File: config.mk
export PLATFORM = sky130hd
export DESIGN_NAME = mem_arbiter_flat
export DESIGN_NICKNAME = d
export VERILOG_FILES = /design/src/rtl/mem_arbiter_if.sv /design/src/rtl/mem_arbiter.sv /design/src/flat_wrapper.sv
export SDC_FILE = /design/constraint.sdc
export NUM_CORES = 1
export LEC_CHECK = 0
export ABC_AREA = 1
export BUFFER_PORTS_ARGS = -buffer_cell sky130_fd_sc_hd__buf_2
export CELL_PAD_IN_SITES_DETAIL_PLACEMENT = 0
export CELL_PAD_IN_SITES_GLOBAL_PLACEMENT = 1
export CORE_MARGIN = 1.5
export CORE_UTILIZATION = 30
export CTS_CLUSTER_DIAMETER = 150
export DETAILED_ROUTE_END_ITERATION = 16
export PLACE_DENSITY = 0.82
export SLEW_MARGIN = 5
export SYNTH_ARGS = -nofsm -noshare
export SYNTH_HDL_FRONTEND = slang
export SYNTH_SLANG_ARGS = --single-unit
File: constraint.sdc
create_clock -name clk -period 4.43 [get_ports clk]
set_clock_uncertainty 0.15 [all_clocks]
set_input_delay 0.6645 -clock clk [delete_from_list [all_inputs] [get_ports clk]]
set_output_delay 0.6645 -clock clk [all_outputs]
set_load 0.1 [all_outputs]
File: src/rtl/mem_arbiter_if.sv
// Bundles the fetch, data and memory-side signals of mem_arbiter.
// The slave modport is the arbiter's view; master is the view of its surroundings.
interface mem_arbiter_if #(
  parameter int unsigned XLEN = 32
);
  logic            instr_read;
  logic [XLEN-1:0] instr_address;
  logic            instr_resp;
  logic [XLEN-1:0] instr_rdata;

  logic            data_read;
  logic            data_write;
  logic [XLEN-1:0] data_address;
  logic [XLEN-1:0] data_wdata;
  logic [3:0]      data_mbe;
  logic            data_resp;
  logic [XLEN-1:0] data_rdata;

  logic            mem_read;
  logic            mem_write;
  logic [XLEN-1:0] mem_address;
  logic [XLEN-1:0] mem_wdata;
  logic [3:0]      mem_mbe;
  logic            mem_resp;
  logic [XLEN-1:0] mem_rdata;
  logic            mem_err;

  modport slave (
    input  instr_read, instr_address,
    input  data_read, data_write, data_address, data_wdata, data_mbe,
    input  mem_resp, mem_rdata,
    output instr_resp, instr_rdata,
    output data_resp, data_rdata,
    output mem_read, mem_write, mem_address, mem_wdata, mem_mbe, mem_err
  );

  modport master (
    output instr_read, instr_address,
    output data_read, data_write, data_address, data_wdata, data_mbe,
    output mem_resp, mem_rdata,
    input  instr_resp, instr_rdata,
    input  data_resp, data_rdata,
    input  mem_read, mem_write, mem_address, mem_wdata, mem_mbe, mem_err
  );
endinterface

File: src/rtl/mem_arbiter.sv
// Round-robin arbiter sharing one memory port between fetch and data requesters,
// with a watchdog that aborts transactions the memory never completes.
module mem_arbiter #(
  parameter int unsigned XLEN    = 32,
  parameter int unsigned TIMEOUT = 64
) (
  input  logic          clk,
  input  logic          rst,
  mem_arbiter_if.slave  bus
);

  localparam int unsigned CNT_W = (TIMEOUT > 1) ? $clog2(TIMEOUT) : 1;

  localparam logic [1:0] ST_IDLE   = 2'd0;
  localparam logic [1:0] ST_I_BUSY = 2'd1;
  localparam logic [1:0] ST_D_BUSY = 2'd2;

  localparam logic GRANT_I = 1'b0;
  localparam logic GRANT_D = 1'b1;

  logic [1:0]       state_q, state_d;
  logic             last_grant_q, last_grant_d;
  logic [CNT_W-1:0] cnt_q, cnt_d;
  logic             mem_read_q, mem_read_d;
  logic             mem_write_q, mem_write_d;
  logic [XLEN-1:0]  mem_address_q, mem_address_d;
  logic [XLEN-1:0]  mem_wdata_q, mem_wdata_d;
  logic [3:0]       mem_mbe_q, mem_mbe_d;

  logic wd_en_c;
  logic busy_c;
  logic i_busy_c;
  logic d_busy_c;
  logic timeout_hit_c;
  logic instr_req_c;
  logic data_req_c;
  logic grant_data_c;

  // Watchdog fires on the last allowed busy cycle; a same-cycle response takes precedence.
  always_comb begin
    wd_en_c       = (TIMEOUT != 0);
    i_busy_c      = (state_q == ST_I_BUSY);
    d_busy_c      = (state_q == ST_D_BUSY);
    busy_c        = i_busy_c | d_busy_c;
    timeout_hit_c = wd_en_c && busy_c && !bus.mem_resp &&
                    (cnt_q == CNT_W'(TIMEOUT - 1));
    instr_req_c   = bus.instr_read;
    data_req_c    = bus.data_read | bus.data_write;
    grant_data_c  = data_req_c && (!instr_req_c || (last_grant_q == GRANT_I));
  end

  // Next-state and memory-side register updates.
  always_comb begin
    state_d       = state_q;
    last_grant_d  = last_grant_q;
    cnt_d         = cnt_q;
    mem_read_d    = mem_read_q;
    mem_write_d   = mem_write_q;
    mem_address_d = mem_address_q;
    mem_wdata_d   = mem_wdata_q;
    mem_mbe_d     = mem_mbe_q;

    case (state_q)
      ST_IDLE: begin
        if (grant_data_c) begin
          state_d       = ST_D_BUSY;
          cnt_d         = '0;
          mem_read_d    = bus.data_read;
          mem_write_d   = bus.data_write;
          mem_address_d = bus.data_address;
          mem_wdata_d   = bus.data_wdata;
          mem_mbe_d     = bus.data_mbe;
        end else if (instr_req_c) begin
          state_d       = ST_I_BUSY;
          cnt_d         = '0;
          mem_read_d    = 1'b1;
          mem_write_d   = 1'b0;
          mem_address_d = bus.instr_address;
          mem_wdata_d   = '0;
          mem_mbe_d     = 4'hF;
        end
      end

      ST_I_BUSY, ST_D_BUSY: begin
        if (bus.mem_resp || timeout_hit_c) begin
          state_d      = ST_IDLE;
          mem_read_d   = 1'b0;
          mem_write_d  = 1'b0;
          last_grant_d = d_busy_c ? GRANT_D : GRANT_I;
        end else if (wd_en_c) begin
          cnt_d = cnt_q + CNT_W'(1);
        end
      end

      default: begin
        state_d     = ST_IDLE;
        mem_read_d  = 1'b0;
        mem_write_d = 1'b0;
      end
    endcase
  end

  always_ff @(posedge clk or negedge rst) begin
    if (!rst) begin
      state_q       <= ST_IDLE;
      last_grant_q  <= GRANT_I;
      cnt_q         <= '0;
      mem_read_q    <= 1'b0;
      mem_write_q   <= 1'b0;
      mem_address_q <= '0;
      mem_wdata_q   <= '0;
      mem_mbe_q     <= '0;
    end else begin
      state_q       <= state_d;
      last_grant_q  <= last_grant_d;
      cnt_q         <= cnt_d;
      mem_read_q    <= mem_read_d;
      mem_write_q   <= mem_write_d;
      mem_address_q <= mem_address_d;
      mem_wdata_q   <= mem_wdata_d;
      mem_mbe_q     <= mem_mbe_d;
    end
  end

  assign bus.mem_read    = mem_read_q;
  assign bus.mem_write   = mem_write_q;
  assign bus.mem_address = mem_address_q;
  assign bus.mem_wdata   = mem_wdata_q;
  assign bus.mem_mbe     = mem_mbe_q;

  // Responses are steered by state; an aborted transaction returns zero data.
  assign bus.instr_resp  = i_busy_c && (bus.mem_resp || timeout_hit_c);
  assign bus.instr_rdata = (i_busy_c && !timeout_hit_c) ? bus.mem_rdata : '0;
  assign bus.data_resp   = d_busy_c && (bus.mem_resp || timeout_hit_c);
  assign bus.data_rdata  = (d_busy_c && !timeout_hit_c) ? bus.mem_rdata : '0;
  assign bus.mem_err     = timeout_hit_c;

endmodule

File: src/flat_wrapper.sv
// flat-port wrapper written by rule: the top's interface ports become plain ports
module mem_arbiter_flat 
#(
  parameter int unsigned XLEN    = 32,
  parameter int unsigned TIMEOUT = 64
)
  (clk, rst, bus_instr_read, bus_instr_address, bus_data_read, bus_data_write, bus_data_address, bus_data_wdata, bus_data_mbe, bus_mem_resp, bus_mem_rdata, bus_instr_resp, bus_instr_rdata, bus_data_resp, bus_data_rdata, bus_mem_read, bus_mem_write, bus_mem_address, bus_mem_wdata, bus_mem_mbe, bus_mem_err);
  mem_arbiter_if #(.XLEN(XLEN)) bus_i ();
  input  logic clk;
  input  logic rst;
  input wire logic [$bits(bus_i.instr_read)-1:0] bus_instr_read;
  input wire logic [$bits(bus_i.instr_address)-1:0] bus_instr_address;
  input wire logic [$bits(bus_i.data_read)-1:0] bus_data_read;
  input wire logic [$bits(bus_i.data_write)-1:0] bus_data_write;
  input wire logic [$bits(bus_i.data_address)-1:0] bus_data_address;
  input wire logic [$bits(bus_i.data_wdata)-1:0] bus_data_wdata;
  input wire logic [$bits(bus_i.data_mbe)-1:0] bus_data_mbe;
  input wire logic [$bits(bus_i.mem_resp)-1:0] bus_mem_resp;
  input wire logic [$bits(bus_i.mem_rdata)-1:0] bus_mem_rdata;
  output wire logic [$bits(bus_i.instr_resp)-1:0] bus_instr_resp;
  output wire logic [$bits(bus_i.instr_rdata)-1:0] bus_instr_rdata;
  output wire logic [$bits(bus_i.data_resp)-1:0] bus_data_resp;
  output wire logic [$bits(bus_i.data_rdata)-1:0] bus_data_rdata;
  output wire logic [$bits(bus_i.mem_read)-1:0] bus_mem_read;
  output wire logic [$bits(bus_i.mem_write)-1:0] bus_mem_write;
  output wire logic [$bits(bus_i.mem_address)-1:0] bus_mem_address;
  output wire logic [$bits(bus_i.mem_wdata)-1:0] bus_mem_wdata;
  output wire logic [$bits(bus_i.mem_mbe)-1:0] bus_mem_mbe;
  output wire logic [$bits(bus_i.mem_err)-1:0] bus_mem_err;
  assign bus_i.instr_read = bus_instr_read;
  assign bus_i.instr_address = bus_instr_address;
  assign bus_i.data_read = bus_data_read;
  assign bus_i.data_write = bus_data_write;
  assign bus_i.data_address = bus_data_address;
  assign bus_i.data_wdata = bus_data_wdata;
  assign bus_i.data_mbe = bus_data_mbe;
  assign bus_i.mem_resp = bus_mem_resp;
  assign bus_i.mem_rdata = bus_mem_rdata;
  assign bus_instr_resp = bus_i.instr_resp;
  assign bus_instr_rdata = bus_i.instr_rdata;
  assign bus_data_resp = bus_i.data_resp;
  assign bus_data_rdata = bus_i.data_rdata;
  assign bus_mem_read = bus_i.mem_read;
  assign bus_mem_write = bus_i.mem_write;
  assign bus_mem_address = bus_i.mem_address;
  assign bus_mem_wdata = bus_i.mem_wdata;
  assign bus_mem_mbe = bus_i.mem_mbe;
  assign bus_mem_err = bus_i.mem_err;
  mem_arbiter #(.XLEN(XLEN), .TIMEOUT(TIMEOUT)) u_core (.clk(clk), .rst(rst), .bus(bus_i));
endmodule
==> impl_metrics.ini <==
[status]
status = finished clean

[die]
core_um2 = 12700
num_io_pins = 275
dieArea_um2 = 13700
row_count = 41
die_w_um = 117
initial_utilization_pct = 30.8
die_y_um = 117

[sta]
maxSlewHeadroom_pct = 33.3
fin_crit_ns = 3.02
finalSetupTns_ns = 0
setup_violations = 0
slew_viol_final = 0
worst_slew_pin_slew_ns = 1.00
rsz0062_at_grt = no
timing.final.crit_share_pct = 68.1
hold_violations = 0
holdWs_ns = 0.325
fmax_mhz = 331

[route]
drt-initial-drc-count = 179
avgRoutedWirePerCell_um = 13.8
drc = 0
vias_per_cell = 4.54
wl_um = 12400
first_pass_iters = 4
ant_nets = 0
vias = 4080

[synth]
syn-num-nets = 603
synth_seq_cells = 79
yosysSeqAreaShare_pct = 50.6
synth_area_per_cell_um2 = 8.48
yosys-top-cells-area = dfrtp_1 (51%), nor2_1 (10%), a21oi_1 (8.5%)
syn-cell-area_um2 = 3910
synth_top_area_cell = dfrtp_1
ys_warn_count = 0
syn_inst = 461
synth_cell_type_count = 26
synth_top_area_share_pct = 50.6

[placement]
io_buffers = 274
gp_congestion = 0.741
dp_hpwl_um = 9400
place_area_um2 = 5340

[grt]
grt_usage_pct = 17.6
grt_max_degree = 80
grt-ovfl-total = 0
grt_pass1_vias = 3883
grt_pass1_wl_um = 18800
antenna_found_initial = 0

[clock_network]
post_cts_resize_count = 0
cts.sink_count = 79
clock_path_buffers = 2
ctsRootBufferMaster = clkbuf_16
cts_tree = built
clk_pin_slew_ns = 0.06
cts_inserted_buffers = 9
postCtsSetupBuffers = 0
clock_latency_ns = 0.32
h-tree-depth = 3
cts_hold_buffers = 0

[finish]
fillCellCount = 1283
fin_util_pct = 44.6
final_nets = 864
final_area_um2 = 5650
multi_input_area_um2 = 1590
drive_above_1_share_pct = 43.1
area_delta_synth_final_pct = 44.7
diodes = 0
regArea_um2 = 1980

[hold_path]
hold_path_depth = 2
hold_class = reg2reg

[worst_setup_path]
worstSetupStartpointType = flop
path_max_fanout = 32
critPathKind = reg2out
rr_worst_depth = 6
required_ns = 3.62
cp-end-kind = output pin
arrival_ns = 2.20
ff2ff_setup_slack_ns = 2.02

[flow_run]
drv_cap = 0
[layout make-up]
| class | count | area share (%) |
|---|---|---|
| Clock inverter | 3 | 0.708 |
| Tap cell | 172 | 3.81 |
| Multi-Input combinational cell | 310 | 28.1 |
| Clock buffer | 13 | 4.78 |
| Timing Repair Buffer | 276 | 24.6 |
| Inverter | 46 | 3.05 |
| Sequential cell | 79 | 35.0 |
[worst max-delay path, cell delays in order, from the launching register on]
cell and delay, ns:
dfrtp_1 0.38, inv_1 0.07, ha_1 0.39, nand3_4 0.17, nand2_4 0.22, nor2_1 0.20, buf_2 0.45
[synth_stat cells]
master and n:
nor2_1 105, dfrtp_1 79, nand2_1 69, a21oi_1 66
inv_1 45, a22o_1 32, buf_2 15, nor2_2 10
buf_6 5, nand3_1 5, buf_4 4, ha_1 4
o21ai_0 4, nand2_2 2, nand2_4 2, nand3_4 2
nor2_4 2, xor2_1 2, a21boi_0 1, a21oi_2 1
buf_8 1, clkbuf_1 1, inv_2 1, nand4_1 1
o21ai_1 1, o21bai_4 1
[sequential cells by signal, summed over array words and instances, names as in the netlist]
name / flops
u_core.state_q: 2
u_core.bus.mem_address: 32
u_core.bus.mem_write: 1
u_core.bus.mem_mbe: 4
u_core.bus.mem_wdata: 32
u_core.last_grant_q: 1
u_core.cnt_q: 6
u_core.bus.mem_read: 1
[cells by family after synthesis]
logic type / Yosys count / share of synthesized area [%]
XOR/XNOR: 2 / 0.448
AO/OA/AOI/OAI: 106 / 17.2
buffers and inverters: 72 / 9.03
adder cells (fa/ha/maj): 4 / 1.28
AND/OR/NAND/NOR: 198 / 21.5
flip-flops: 79 / 50.6
[cell usage in the layout, fill, tap and decap left out, types with 3 or more instances in the layout]
cell       instances
clkbuf_16          9
buf_2            273
nor2_2            10
clkbuf_8           3
nor2_1           105
buf_4              3
a21oi_1           66
dfrtp_1           79
ha_1               4
inv_1             45
o21ai_0            4
nand3_1            5
a22o_1            32
nand2_1           69
[through the flow]
stage	setup WS [ns]	cells
floorplan	0.471	461
global placement	1.62	883
finish	1.41	899
CTS	1.38	899
global route	1.27	899
detailed placement	1.53	883
[layer usage]
metal,GRT usage [%],routed length (um),vias up
met1,21.1,5140,1894
met5,0,0,-
met4,4.34,37,0
met2,31.7,6360,188
li1,-,-,1996
met3,4.38,870,2
[worst paths after layout]
check	endpoint	startpoint
setup reg to reg	u_core.bus.mem_mbe[0]$_DFFE_PN0P_	u_core.last_grant_q$_DFFE_PN0P_
min in group asynchronous	u_core.bus.mem_wdata[3]$_DFFE_PN0P_	rst
hold / removal	u_core.bus.mem_write$_DFFE_PN0P_	u_core.bus.mem_write$_DFFE_PN0P_
max in group asynchronous	u_core.state_q[0]$_DFFE_PN0P_	rst
setup / recovery	bus_instr_rdata[3]	u_core.state_q[1]$_DFFE_PN0P_
hold reg to reg	u_core.bus.mem_write$_DFFE_PN0P_	u_core.bus.mem_write$_DFFE_PN0P_
Power is not shown: default switching activity piles up to over one toggle a cycle in this logic, so the estimate is an artifact.
